$ cat src/rtl/cga_pkg.sv
// Shared slot-phase constants, arbiter state encoding and the CPU grant-window helper
// for the CGA VRAM sequencer.
package cga_pkg;

  localparam logic [4:0] P_CHAR    = 5'd0;
  localparam logic [4:0] P_ATT     = 5'd2;
  localparam logic [4:0] P_ROM     = 5'd4;
  localparam logic [4:0] P_CPU_MIN = 5'd6;

  typedef enum logic [1:0] {
    DISP,
    CPU_ADDR,
    CPU_WAIT,
    CPU_DONE
  } seq_state_e;

  // A CPU access granted at phase p must have its ack land no later than the slot's last phase.
  function automatic logic cpu_window(input logic [4:0] p, input logic [4:0] p_last,
                                      input logic video_en, input logic [4:0] lat);
    logic fits;
    fits = (p <= p_last - lat);
    return video_en ? (fits && (p >= P_CPU_MIN)) : fits;
  endfunction

endpackage

$ cat src/rtl/cga_slot_timer.sv
// Free-running clk_seq counter, slot-length latch and display strobe phase decode.
module cga_slot_timer
  import cga_pkg::*;
#(
  parameter int RAM_LAT = 1
) (
  input  logic       clk,
  input  logic       reset,
  input  logic       hres_i,
  input  logic       video_en_i,
  output logic [4:0] clk_seq_o,
  output logic [4:0] phase_o,
  output logic [4:0] phase_last_o,
  output logic       hres_o,
  output logic       read_char_o,
  output logic       read_att_o,
  output logic       charrom_read_o,
  output logic       disp_pipeline_o
);

  localparam logic [4:0] LAT = 5'(RAM_LAT);

  logic [4:0] seq_q, seq_d;
  logic       hres_q, hres_d;

  // Slot length only changes on a clk_seq wrap so a slot is never cut short.
  always_comb begin
    seq_d  = seq_q + 5'd1;
    hres_d = (seq_q == 5'd0) ? hres_i : hres_q;
  end

  // NOTE: sequential state uses non-blocking assignments so every flop samples pre-edge values.
  always_ff @(posedge clk) begin
    if (reset) begin
      seq_q  <= 5'd0;
      hres_q <= 1'b0;
    end else begin
      seq_q  <= seq_d;
      hres_q <= hres_d;
    end
  end

  assign clk_seq_o       = seq_q;
  assign hres_o          = hres_q;
  assign phase_o         = hres_q ? {1'b0, seq_q[3:0]} : seq_q;
  assign phase_last_o    = hres_q ? 5'd15 : 5'd31;
  assign read_char_o     = video_en_i && (phase_o == P_CHAR + LAT);
  assign read_att_o      = video_en_i && (phase_o == P_ATT + LAT);
  assign charrom_read_o  = video_en_i && (phase_o == P_ROM);
  assign disp_pipeline_o = (phase_o == phase_last_o);

endmodule

$ cat src/rtl/cga_vram_sequencer.sv
// CGA character-slot sequencer and single-port VRAM arbiter (display fetches vs ISA CPU).
// Optional feature macro: CGA_SNOW_EN (grant CPU at any phase in hres text mode, causing snow).
module cga_vram_sequencer
  import cga_pkg::*;
#(
  parameter int ADDR_W  = 14,
  parameter int RAM_LAT = 1
) (
  input  logic              clk,
  input  logic              reset,
  input  logic              hres_mode,
  input  logic              grph_mode,
  input  logic              video_enabled,
  input  logic [ADDR_W-1:0] disp_addr,
  output logic [4:0]        clk_seq,
  output logic              crtc_adv,
  output logic              vram_read_char,
  output logic              vram_read_att,
  output logic              charrom_read,
  output logic              disp_pipeline,
  output logic [ADDR_W-1:0] vram_addr,
  output logic              vram_we,
  output logic [7:0]        vram_wdata,
  input  logic [7:0]        vram_rdata,
  input  logic              cpu_req,
  input  logic              cpu_we,
  input  logic [ADDR_W-1:0] cpu_addr,
  input  logic [7:0]        cpu_wdata,
  output logic              cpu_ack,
  output logic [7:0]        cpu_rdata,
  output logic              cpu_wait
);

  localparam logic [4:0] LAT = 5'(RAM_LAT);

  logic [4:0] phase, phase_last, next_phase;
  logic       hres_l, t_char, t_att, t_rom, t_pipe;
  logic       grant_ok;

  seq_state_e state_q, state_d;
  logic [7:0] rdata_q, rdata_d;
  logic       cpu_owns_port, we_c, ack_c;

  cga_slot_timer #(.RAM_LAT(RAM_LAT)) u_timer (
    .clk            (clk),
    .reset          (reset),
    .hres_i         (hres_mode),
    .video_en_i     (video_enabled),
    .clk_seq_o      (clk_seq),
    .phase_o        (phase),
    .phase_last_o   (phase_last),
    .hres_o         (hres_l),
    .read_char_o    (t_char),
    .read_att_o     (t_att),
    .charrom_read_o (t_rom),
    .disp_pipeline_o(t_pipe)
  );

  // Grants are registered: the decision is made one cycle ahead against the next phase.
  assign next_phase = t_pipe ? 5'd0 : phase + 5'd1;

`ifdef CGA_SNOW_EN
  assign grant_ok = cpu_window(next_phase, phase_last, video_enabled, LAT) ||
                    (hres_l && !grph_mode);
`else
  logic [1:0] unused_snow;
  assign unused_snow = {grph_mode, hres_l};
  assign grant_ok    = cpu_window(next_phase, phase_last, video_enabled, LAT);
`endif

  // NOTE: every combinational output gets a default first, so no path can infer a latch.
  always_comb begin
    state_d       = state_q;
    rdata_d       = rdata_q;
    cpu_owns_port = 1'b0;
    we_c          = 1'b0;
    ack_c         = 1'b0;
    unique case (state_q)
      DISP: if (cpu_req && grant_ok) state_d = CPU_ADDR;
      CPU_ADDR: begin
        cpu_owns_port = 1'b1;
        we_c          = cpu_we;
        state_d       = (cpu_we || RAM_LAT == 1) ? CPU_DONE : CPU_WAIT;
      end
      CPU_WAIT: begin
        cpu_owns_port = 1'b1;
        state_d       = CPU_DONE;
      end
      CPU_DONE: begin
        ack_c   = 1'b1;
        if (!cpu_we) rdata_d = vram_rdata;
        state_d = DISP;
      end
      default: state_d = DISP;
    endcase
  end

  always_ff @(posedge clk) begin
    if (reset) begin
      state_q <= DISP;
      rdata_q <= 8'h00;
    end else begin
      state_q <= state_d;
      rdata_q <= rdata_d;
    end
  end

  // Outputs are gated by reset so an access in flight is cut off in the cycle reset rises.
  assign vram_addr      = reset         ? '0 :
                          cpu_owns_port ? cpu_addr :
                          (phase < P_ATT) ? disp_addr : (disp_addr | ADDR_W'(1));
  assign vram_we        = !reset && we_c;
  assign vram_wdata     = cpu_wdata;
  assign vram_read_char = !reset && t_char;
  assign vram_read_att  = !reset && t_att;
  assign charrom_read   = !reset && t_rom;
  assign disp_pipeline  = !reset && t_pipe;
  assign crtc_adv       = !reset && t_pipe;
  assign cpu_ack        = !reset && ack_c;
  assign cpu_rdata      = (!reset && ack_c && !cpu_we) ? vram_rdata : rdata_q;
  assign cpu_wait       = !reset && cpu_req && !ack_c;

endmodule

$ cat config.mk
export PLATFORM = sky130hd
export DESIGN_NAME = cga_vram_sequencer
export DESIGN_NICKNAME = d
export VERILOG_FILES = /design/src/rtl/cga_pkg.sv /design/src/rtl/cga_slot_timer.sv /design/src/rtl/cga_vram_sequencer.sv
export SDC_FILE = /design/constraint.sdc
export NUM_CORES = 1
export LEC_CHECK = 0
export CORE_MARGIN = 4
export CORE_UTILIZATION = 27
export CTS_BUF_LIST = sky130_fd_sc_hd__clkbuf_8
export DETAILED_ROUTE_END_ITERATION = 7
export PLACE_DENSITY = 0.69
export SYNTH_ARGS = -nofsm -noshare
export SYNTH_HDL_FRONTEND = slang
export SYNTH_SLANG_ARGS = --single-unit
export TNS_END_PERCENT = 20
$ cat constraint.sdc
create_clock -name clk -period 3.8 [get_ports clk]
set_clock_uncertainty 0.15 [all_clocks]
set_input_delay 0.38 -clock clk [delete_from_list [all_inputs] [get_ports clk]]
set_output_delay 0.38 -clock clk [all_outputs]
set_load 0.05 [all_outputs]
==> metrics, run 1 <==
hold_buf cts 0; Data required, critical path 3.27 ns; CTS tree done; hold crit path type flip-flop to flip-flop; worst reg2reg setup slack 0.76 ns; crit path capture vram_addr[9]; detailed-route via count 1270; RR Startpoint u_timer.clk_seq_o[0]$_SDFF_PP0_; Die Height 76.7 um; area fraction in compound gates after synthesis 8.44%; final WL 3400 um; RePlAce Congestion 0.792; sw frac 45.0%; Vias per Instance 4.58; most common cell after layout, fill and taps aside clkdlybuf4s50_1; pwr dens 486 nW/um^2; crit path launch state_q[0]$_SDFFE_PP0P_; Post-Layout Cell Count 277; Clock Latency Late Sink 0.25 ns; status complete, no violations; max cap viols 0; vias in the first global route 1275; synthesized instance count 161; IO Count 94; syn nets 219; endpoint class of the critical path output port; Synth top area share 25.1%; Period minus WS final 3.11 ns; core area 4470 sq um; clock group share of total power 15.5%; DRC Markers 0; share of post-route cells with drive strength above 1 13.8%; #FFs+latches synth 16; Max Slew Vio Count 0; Total GRT Usage 11.7%; worst-path fanout max 15; Unique masters post-synth 33; hold_sp rdata_q[1]$_SDFFE_PP0P_; Placement Setup Slack 0.782 ns; Mean Syn Cell Area 7.92 sq um; Peak supply drop 224 uV; layout net count 284; Internal Power 0.000543 W; most frequent cells in the layout clkdlybuf4s50_1, nor2_1, nand2_1, mux2i_1, dfxtp_1; Rel. slew slack 51.1%; Inst Count DP 273; CP Data Arrival Time 2.58 ns; Reg clk slew, reported paths 0.07 ns; cts bufs inserted 3; Setup Total Neg Slack 0 ns; Adder-Cell Fraction of Synth Area 6.87%; DRT iter0 DRCs 17; htree depth 1; Synth area leader dfxtp_1; GRT overflow 0; post-DR wirelength/cell 12.3 um; Die Wd 76.7 um; RSZ-0062 raised after global routing false; Clock Path Buffers 2; reg2reg end state_q[0]$_SDFFE_PP0P_; Synth Area in Simple Gates 25.4%; die footprint 5890 sq um; period utilization 82.0%; post-DP HPWL 2790 um; CTS resizes 0; CP Launch Type flip-flop; PortBufs 76; # rows 24; Initial Utilization 28.5%; Logic pwr share 64.0%; final hold vios 0; sequential-to-total area share from yosys stat 25.1%; largest net degree at the start of global routing 16; Root Buffer clkbuf_8; Area Overhead vs Synth 59.2%; Post-CTS Setup Bufs 0; antenna-violating nets left 0; cells on worst reg2reg path 10; initial antenna violation count 0; Final Setup Violations 0; drt first pass iters 4; Setup WS post-layout 0.685 ns; warnings from Yosys 0; mux cell area share after synthesis 20.8%; TritonCTS Sinks 16; Synth Area in XOR/XNOR 2.06%; P_sw 0.000444 W; P_leak 0.856 nW; synth top area cells dfxtp_1, mux2i_1, nor2_1; worst-margin pin slew 0.734 ns; Cell Area, Synth 1270 sq um; Max Freq 321 MHz; number of antenna diodes 0; largest family of logic cells by synthesized area simple AND/OR/NAND/NOR gates; Reg power frac 20.5%; crit path kind flip-flop to output port; first-pass GRT wire length 5620 um
## area by class of cell
class,instances,area [sq um]
clock buffer,4,55.1
sequential,16,320
fill,439,2440
timing repair buffer,79,756
tap,52,65.1
multi-input combinational,120,811
inverter,6,22.5
## power by group through the flow
stage / Clock [W] / Sequential [W] / Combinational (W)
2_1_floorplan: 0 / 0.000210 / 0.000472
3_3_place_gp: 0 / 0.000205 / 0.000635
3_5_place_dp: 0 / 0.000206 / 0.000639
4_1_cts: 0.000159 / 0.000202 / 0.000641
5_1_grt: 0.000168 / 0.000206 / 0.000681
6_report: 0.000153 / 0.000202 / 0.000631
## cell usage after synthesis (all sizes together)
cell	instances
buf	12
a31oi	1
o22ai	1
ha	7
and4b	3
dfxtp	16
nor3	2
nand2	20
clkbuf	7
and3	2
a21o	1
a311o	1
o21ai	1
mux2	9
mux2i	16
nand2b	3
o211ai	1
inv	6
a211oi	1
o221a	1
a21oi	9
nand3b	1
nor2	25
nor2b	6
and2	3
nand3	2
xor2	3
nor3b	1
## critical path: stages (launching register included)
cell,delay (ns)
dfxtp_1,0.36
inv_1,0.07
ha_1,0.76
mux2i_1,0.16
nor2_1,0.15
clkdlybuf4s50_1,0.83
## routing by layer
layer | vias up | global-route usage, % | part of all wire (%) | wire, um
li1 | 656 | - | - | -
met1 | 541 | 12.5 | 42 | 1430
met2 | 71 | 18.7 | 42 | 1440
met3 | 2 | 7.03 | 15 | 498
met4 | 0 | 4.89 | 1.0 | 34
met5 | - | 0 | 0 | 0
## state kept, by name (all words and copies together) (netlist names)
register	count
rdata_q	8
u_timer.hres_o	1
u_timer.clk_seq_o	5
state_q	2
## worst min path at each step
stage,end,slack (ns),depth (start not counted)
global route,rdata_q[7]$_SDFFE_PP0P_,0.32,2
global placement,rdata_q[5]$_SDFFE_PP0P_,0.29,2
CTS,rdata_q[7]$_SDFFE_PP0P_,0.30,2
floorplan,rdata_q[0]$_SDFFE_PP0P_,0.28,2
detailed placement,rdata_q[7]$_SDFFE_PP0P_,0.29,2
finish,rdata_q[1]$_SDFFE_PP0P_,0.30,2
## through the flow
step	util (%)	cell area [sq um]	total power, W	hold WS (ns)
finish	45.4	2030	0.000987	0.304
global route	45.4	2030	0.00105	0.319
CTS	45.4	2030	0.00100	0.304
detailed placement	44.1	1970	0.000845	0.294
global placement	44.1	1970	0.000840	0.293
floorplan	-	1270	0.000682	0.284
## cell families (layout without fill, tap and decap cells)
logic type / after synthesis / count (layout)
buffers and inverters: 25 / 89
adder cells (fa/ha/maj): 7 / 7
AO/OA/AOI/OAI: 17 / 17
multiplexers: 25 / 25
AND/OR/NAND/NOR: 68 / 68
flip-flops: 16 / 16
XOR/XNOR: 3 / 3
No activity file was read; power rests on OpenSTA's default activity.
==> run 2: changes to the inputs <==
==> constraint.sdc (replaced) <==
create_clock -name clk -period 2.9 [get_ports clk]
set_clock_uncertainty 0.15 [all_clocks]
set_input_delay 0.29 -clock clk [delete_from_list [all_inputs] [get_ports clk]]
set_output_delay 0.29 -clock clk [all_outputs]
set_load 0.05 [all_outputs]
==> metrics, run 2 (synthesis results as in run 1) <==
P_leak 0.990 nW (+16%); RR Startpoint u_timer.clk_seq_o[0]$_SDFF_PP0_; initial antenna violation count 0 (unchanged); most frequent cells in the layout clkdlybuf4s50_1, nor2_1, buf_12, nand2_1, buf_4; status complete, no violations; Die Height 76.7 um (unchanged); cells on worst reg2reg path 10 (unchanged); drt first pass iters 4 (unchanged); Area Overhead vs Synth 81.4%; DRC Markers 0 (unchanged); hold_buf cts 0 (unchanged); CP Launch Type flip-flop; endpoint class of the critical path flip-flop; Max Freq 361 MHz; GRT overflow 0 (unchanged); hold crit path type flip-flop to flip-flop; Rel. slew slack 52.1% (+1.1 points); Total GRT Usage 12.2% (+0.52 points); max reg flops 8 (unchanged); PortBufs 76 (unchanged); Data required, critical path 2.88 ns (-0.39 ns); hold path cells 2 (unchanged); Max Slew Vio Count 0 (unchanged); Die Wd 76.7 um (unchanged); max cap viols 0 (unchanged); layout net count 290 (+2.1%); crit path capture state_q[0]$_SDFFE_PP0P_; met3 routed WL 519 um (+4.2%); Metal-1 WL 1330 um (-6.9%); period utilization 95.4%; most common cell after layout, fill and taps aside clkdlybuf4s50_1; crit path kind flip-flop to flip-flop; cts bufs inserted 3 (unchanged); RePlAce Congestion 0.848 (+7.1%); # rows 24 (unchanged); TritonCTS Sinks 16 (unchanged); reg2reg end state_q[0]$_SDFFE_PP0P_; Reg clk slew, reported paths 0.07 ns (about the same); antenna-violating nets left 0 (unchanged); core area 4470 sq um (unchanged); worst hold slack 0.304 ns (+0.000504 ns); number of antenna diodes 0 (unchanged); CP Data Arrival Time 2.75 ns (+0.17 ns); IO Count 94 (unchanged); Peak supply drop 374 uV (+67%); post-DR wirelength/cell 13.3 um (+8.0%); Final Setup Violations 0 (unchanged); Root Buffer clkbuf_8; Initial Utilization 28.5% (unchanged); Final Util 51.7% (+6.3 points); Period minus WS final 2.77 ns; Top reg by flops rdata_q; CTS tree done; vias in the first global route 1317 (+3.3%); final WL 3750 um (+10%); worst-margin pin slew 0.712 ns (-0.0214 ns); crit path launch u_timer.clk_seq_o[0]$_SDFF_PP0_; worst-path fanout max 9 (-6); DR top layer met4; DRT iter0 DRCs 23 (+6); worst reg2reg setup slack 0.13 ns (-0.63 ns); Clock Path Buffers 2 (unchanged); pwr dens 618 nW/um^2 (+27%); final hold vios 0 (unchanged); Vias per Instance 4.62 (+0.81%); post-DP HPWL 3190 um (+14%); die footprint 5890 sq um (unchanged); hold_sp rdata_q[7]$_SDFFE_PP0P_; DR WL met2 1810 um (+26%); Clock Latency Late Sink 0.25 ns (about the same); detailed-route via count 1308 (+3.0%); share of post-route cells with drive strength above 1 25.5% (+12 points); largest net degree at the start of global routing 30 (+14); htree depth 1 (unchanged); first-pass GRT wire length 5910 um (+5.3%)
## run 2: changes by cell type in the layout (fill, tap and decap cells not counted)
cell	change
dfxtp_4	+2
xor2_2	+1
dfxtp_1	-2
buf_12	+22
nand3_1	-1
xor2_1	-1
nand3_2	+1
clkbuf_8	-1
buf_4	+3
clkdlybuf4s50_1	-19
inv_1	+1
## run 2: layout make-up
cell class | count | area, sq um
clock buffer | 3 | 41.3
clock inverter | 1 | 3.75
fill | 419 | 2160
inverter | 6 | 22.5
multi-input combinational | 120 | 823
sequential | 16 | 328
tap | 52 | 65.1
timing repair buffer | 85 | 1030
## run 2: worst min path at each step
stage	endpoint	slack, ns
CTS	rdata_q[7]$_SDFFE_PP0P_	0.31
floorplan	rdata_q[0]$_SDFFE_PP0P_	0.28
detailed placement	rdata_q[7]$_SDFFE_PP0P_	0.30
global placement	rdata_q[0]$_SDFFE_PP0P_	0.29
global route	rdata_q[0]$_SDFFE_PP0P_	0.33
finish	rdata_q[7]$_SDFFE_PP0P_	0.30
## run 2: layer usage
layer  vias up  track usage [%]
met4         0             3.80
met2        64             22.6
li1        667                -
met1       571             11.6
met5         -                0
met3         6             6.56
## run 2: per-stage QoR
step                std cells  setup TNS [ns]  total power [W]  setup slack (ns)  cell area [sq um]
finish                    283               0          0.00143             0.132               2310
global route              283         -0.0214          0.00152           -0.0214               2310
CTS                       282               0          0.00145             0.106               2290
detailed placement        278               0          0.00128             0.134               2250
global placement          278               0          0.00127             0.188               2250
floorplan                 161               0         0.000894           0.00932               1280
## run 2: power breakdown
| group | internal [W] | switching, W |
|---|---|---|
| registers | 0.000243 | 0.0000204 |
| clock network | 0.0000935 | 0.0000720 |
| logic | 0.000476 | 0.000525 |
| total | 0.000812 | 0.000618 |
## run 2: what timing repair did
item / in CTS / in global routing
setup endpoints to repair: 0 / 1
resized for setup: 0 / 2
buffers inserted: 0 / 1
## run 2: worst max-delay path: stages, from the launching register on
cell and delay, ns:
dfxtp_4 0.39, ha_1 0.19, nand3_2 0.11, xor2_2 0.23
nor2_1 0.06, ha_1 0.28, and4b_1 0.20, and2_0 0.15
a311o_1 0.32, o221a_2 0.26, mux2_4 0.29
==> run 3: changes to the inputs <==
--- a/config.mk
+++ b/config.mk
@@ -8,8 +8,10 @@
 export CORE_MARGIN = 4
 export CORE_UTILIZATION = 27
 export CTS_BUF_LIST = sky130_fd_sc_hd__clkbuf_8
+export CTS_CLUSTER_SIZE = 16
 export DETAILED_ROUTE_END_ITERATION = 7
 export PLACE_DENSITY = 0.69
+export SETUP_SLACK_MARGIN = 0.4
 export SYNTH_ARGS = -nofsm -noshare
 export SYNTH_HDL_FRONTEND = slang
 export SYNTH_SLANG_ARGS = --single-unit
==> metrics, run 3 (synthesis results as in run 1) <==
worst-path fanout max 2 (-7); Critical-path top delay cell dfxtp_4; final hold vios 0 (unchanged); CTS tree done; # rows 24 (unchanged); antenna-violating nets left 0 (unchanged); post-DR wirelength/cell 13.4 um (+0.81%); TritonCTS Sinks 16 (unchanged); P_sw 0.000641 W (+3.7%); P_leak 1.00 nW (+1.4%); status complete, no violations; share of post-route cells with drive strength above 1 27.9% (+2.4 points); IO Count 94 (unchanged); RSZ-0062 raised after global routing true; endpoint class of the critical path flip-flop; Logic pwr share 69.2% (-0.8 points); Max Freq 393 MHz (+8.7%); crit path kind flip-flop to flip-flop; cells on worst reg2reg path 10 (unchanged); Area Overhead vs Synth 85.8%; htree depth 1 (unchanged); Clock Latency Late Sink 0.25 ns (about the same); most frequent cells in the layout clkdlybuf4s50_1, nor2_1, buf_12, nand2_1, buf_4; initial antenna violation count 0 (unchanged); post-DP HPWL 3020 um (-5.2%); CP Data Arrival Time 2.53 ns (-0.22 ns); CP Launch Type flip-flop; Internal Power 0.000857 W (+5.5%); largest net degree at the start of global routing 25 (-17%); Final Setup Violations 0 (unchanged); Data required, critical path 2.89 ns (about the same); GRT overflow 0 (unchanged); worst hold slack 0.302 ns (-0.00165 ns); Top reg by flops rdata_q; final WL 3810 um (+1.5%); critical path cell sequence ha_4 -> nand3_4 -> xor2_2 -> nor2_1 -> ha_1 -> and4b_1 -> and2_0 -> a311o_1 -> o221a_4 -> mux2_4; Die Height 76.7 um (unchanged); multi-input combinational cell area 852 sq um (+3.5%); PortBufs 76 (unchanged); Placement Setup Slack 0.144 ns (+0.00983 ns); Rel. slew slack 63.1% (+11 points); DRC Markers 0 (unchanged); worst-margin pin slew 0.552 ns (-0.160 ns); Reg power frac 17.5% (-0.9 points); cts bufs inserted 3 (unchanged); sw frac 42.8% (-0.42 points); detailed-route via count 1365 (+4.4%); FILL cells 410 (-2.1%); hold path cells 2 (unchanged); Vias per Instance 4.79 (+3.6%); max cap viols 0 (unchanged); sequential cell area 330 sq um (+0.76%); max reg flops 8 (unchanged); Reg clk slew, reported paths 0.07 ns (about the same); Die Wd 76.7 um (unchanged); first-pass GRT wire length 6160 um (+4.2%); Clock Path Buffers 2 (unchanged); pwr dens 632 nW/um^2 (+2.2%); Initial Utilization 28.5% (unchanged); DRT iter0 DRCs 73 (+220%); Period minus WS final 2.55 ns (-0.221 ns); crit-path max cell delay 0.35 ns (-0.04 ns); Setup Total Neg Slack 0 ns (unchanged); vias in the first global route 1363 (+3.5%); hold crit path type flip-flop to flip-flop; Total GRT Usage 12.4% (+0.16 points); Max Slew Vio Count 0 (unchanged); Peak supply drop 487 uV (+30%); die footprint 5890 sq um (unchanged); RePlAce Congestion 0.763 (-10%); drt first pass iters 4 (unchanged); layout net count 292 (+0.69%); number of antenna diodes 0 (unchanged); Setup WS post-layout 0.353 ns (+0.221 ns); period utilization 87.8% (-7.6 points); clock group share of total power 13.3% (+1.7 points); core area 4470 sq um (unchanged); Root Buffer clkbuf_8; most common cell after layout, fill and taps aside clkdlybuf4s50_1; Final Util 52.9% (+1.3 points)
[run 3: cell types whose count changed in the layout (fill, tap and decap cells not counted)]
cell	delta
clkbuf_8	+1
o221a_2	-1
inv_1	-1
ha_4	+1
ha_1	-1
nand3_4	+1
buf_4	+2
dfxtp_2	+2
nand3_2	-1
o221a_4	+1
dfxtp_1	-2
[run 3: repair_timing]
action                                  in CTS  in global routing
resized for setup                            3                  0
pin swaps                                    7                  2
setup buffers                                6                  0
gates cloned                                 0                  0
endpoints found under the setup margin       2                  2
endpoints found under the hold margin        0                  0
hold buffers                                 0                  0
[run 3: worst max-delay path, delay by kind of cell (launching register included)]
family,cells,cell delay (ns)
mux,1,0.29
flops,1,0.35
xor+xnor,1,0.15
simple gates,4,0.48
fa+ha+maj,2,0.46
compound gates,2,0.55
[run 3: layer usage]
metal | global-route usage (%) | wire, um | vias to the layer above
met5 | 0 | 0 | -
met4 | 3.26 | 57 | 0
met3 | 5.74 | 471 | 4
met2 | 22.6 | 1940 | 65
met1 | 12.7 | 1340 | 620
li1 | - | - | 676
[run 3: worst paths after layout]
path | startpoint | to | slack (ns)
worst max register to register | u_timer.clk_seq_o[0]$_SDFF_PP0_ | state_q[0]$_SDFFE_PP0P_ | 0.35
worst min register to register | rdata_q[4]$_SDFFE_PP0P_ | rdata_q[4]$_SDFFE_PP0P_ | 0.30
worst min-delay path | rdata_q[4]$_SDFFE_PP0P_ | rdata_q[4]$_SDFFE_PP0P_ | 0.30
worst max-delay path | u_timer.clk_seq_o[0]$_SDFF_PP0_ | state_q[0]$_SDFFE_PP0P_ | 0.35
[run 3: stage by stage]
stage	std cells	total power [W]	cell area, sq um
2_1_floorplan	161	0.000897	1300
3_3_place_gp	275	0.00127	2240
3_5_place_dp	275	0.00128	2240
4_1_cts	285	0.00151	2370
5_1_grt	285	0.00157	2370
6_report	285	0.00150	2370
[run 3: power by group through the flow]
stage	logic (W)	registers [W]	clock network, W
5_1_grt	0.00109	0.000266	0.000213
6_report	0.00104	0.000262	0.000199
2_1_floorplan	0.000620	0.000277	0
3_5_place_dp	0.00101	0.000271	0
3_3_place_gp	0.000998	0.000270	0
4_1_cts	0.00104	0.000262	0.000204
[run 3: area by class of cell]
cell class                 instances  share of cell area (%)
timing repair buffer              87                    44.1
multi-input combinational        120                    36.0
sequential                        16                    13.9
tap                               52                    2.75
clock buffer                       4                    2.32
inverter                           6                   0.951
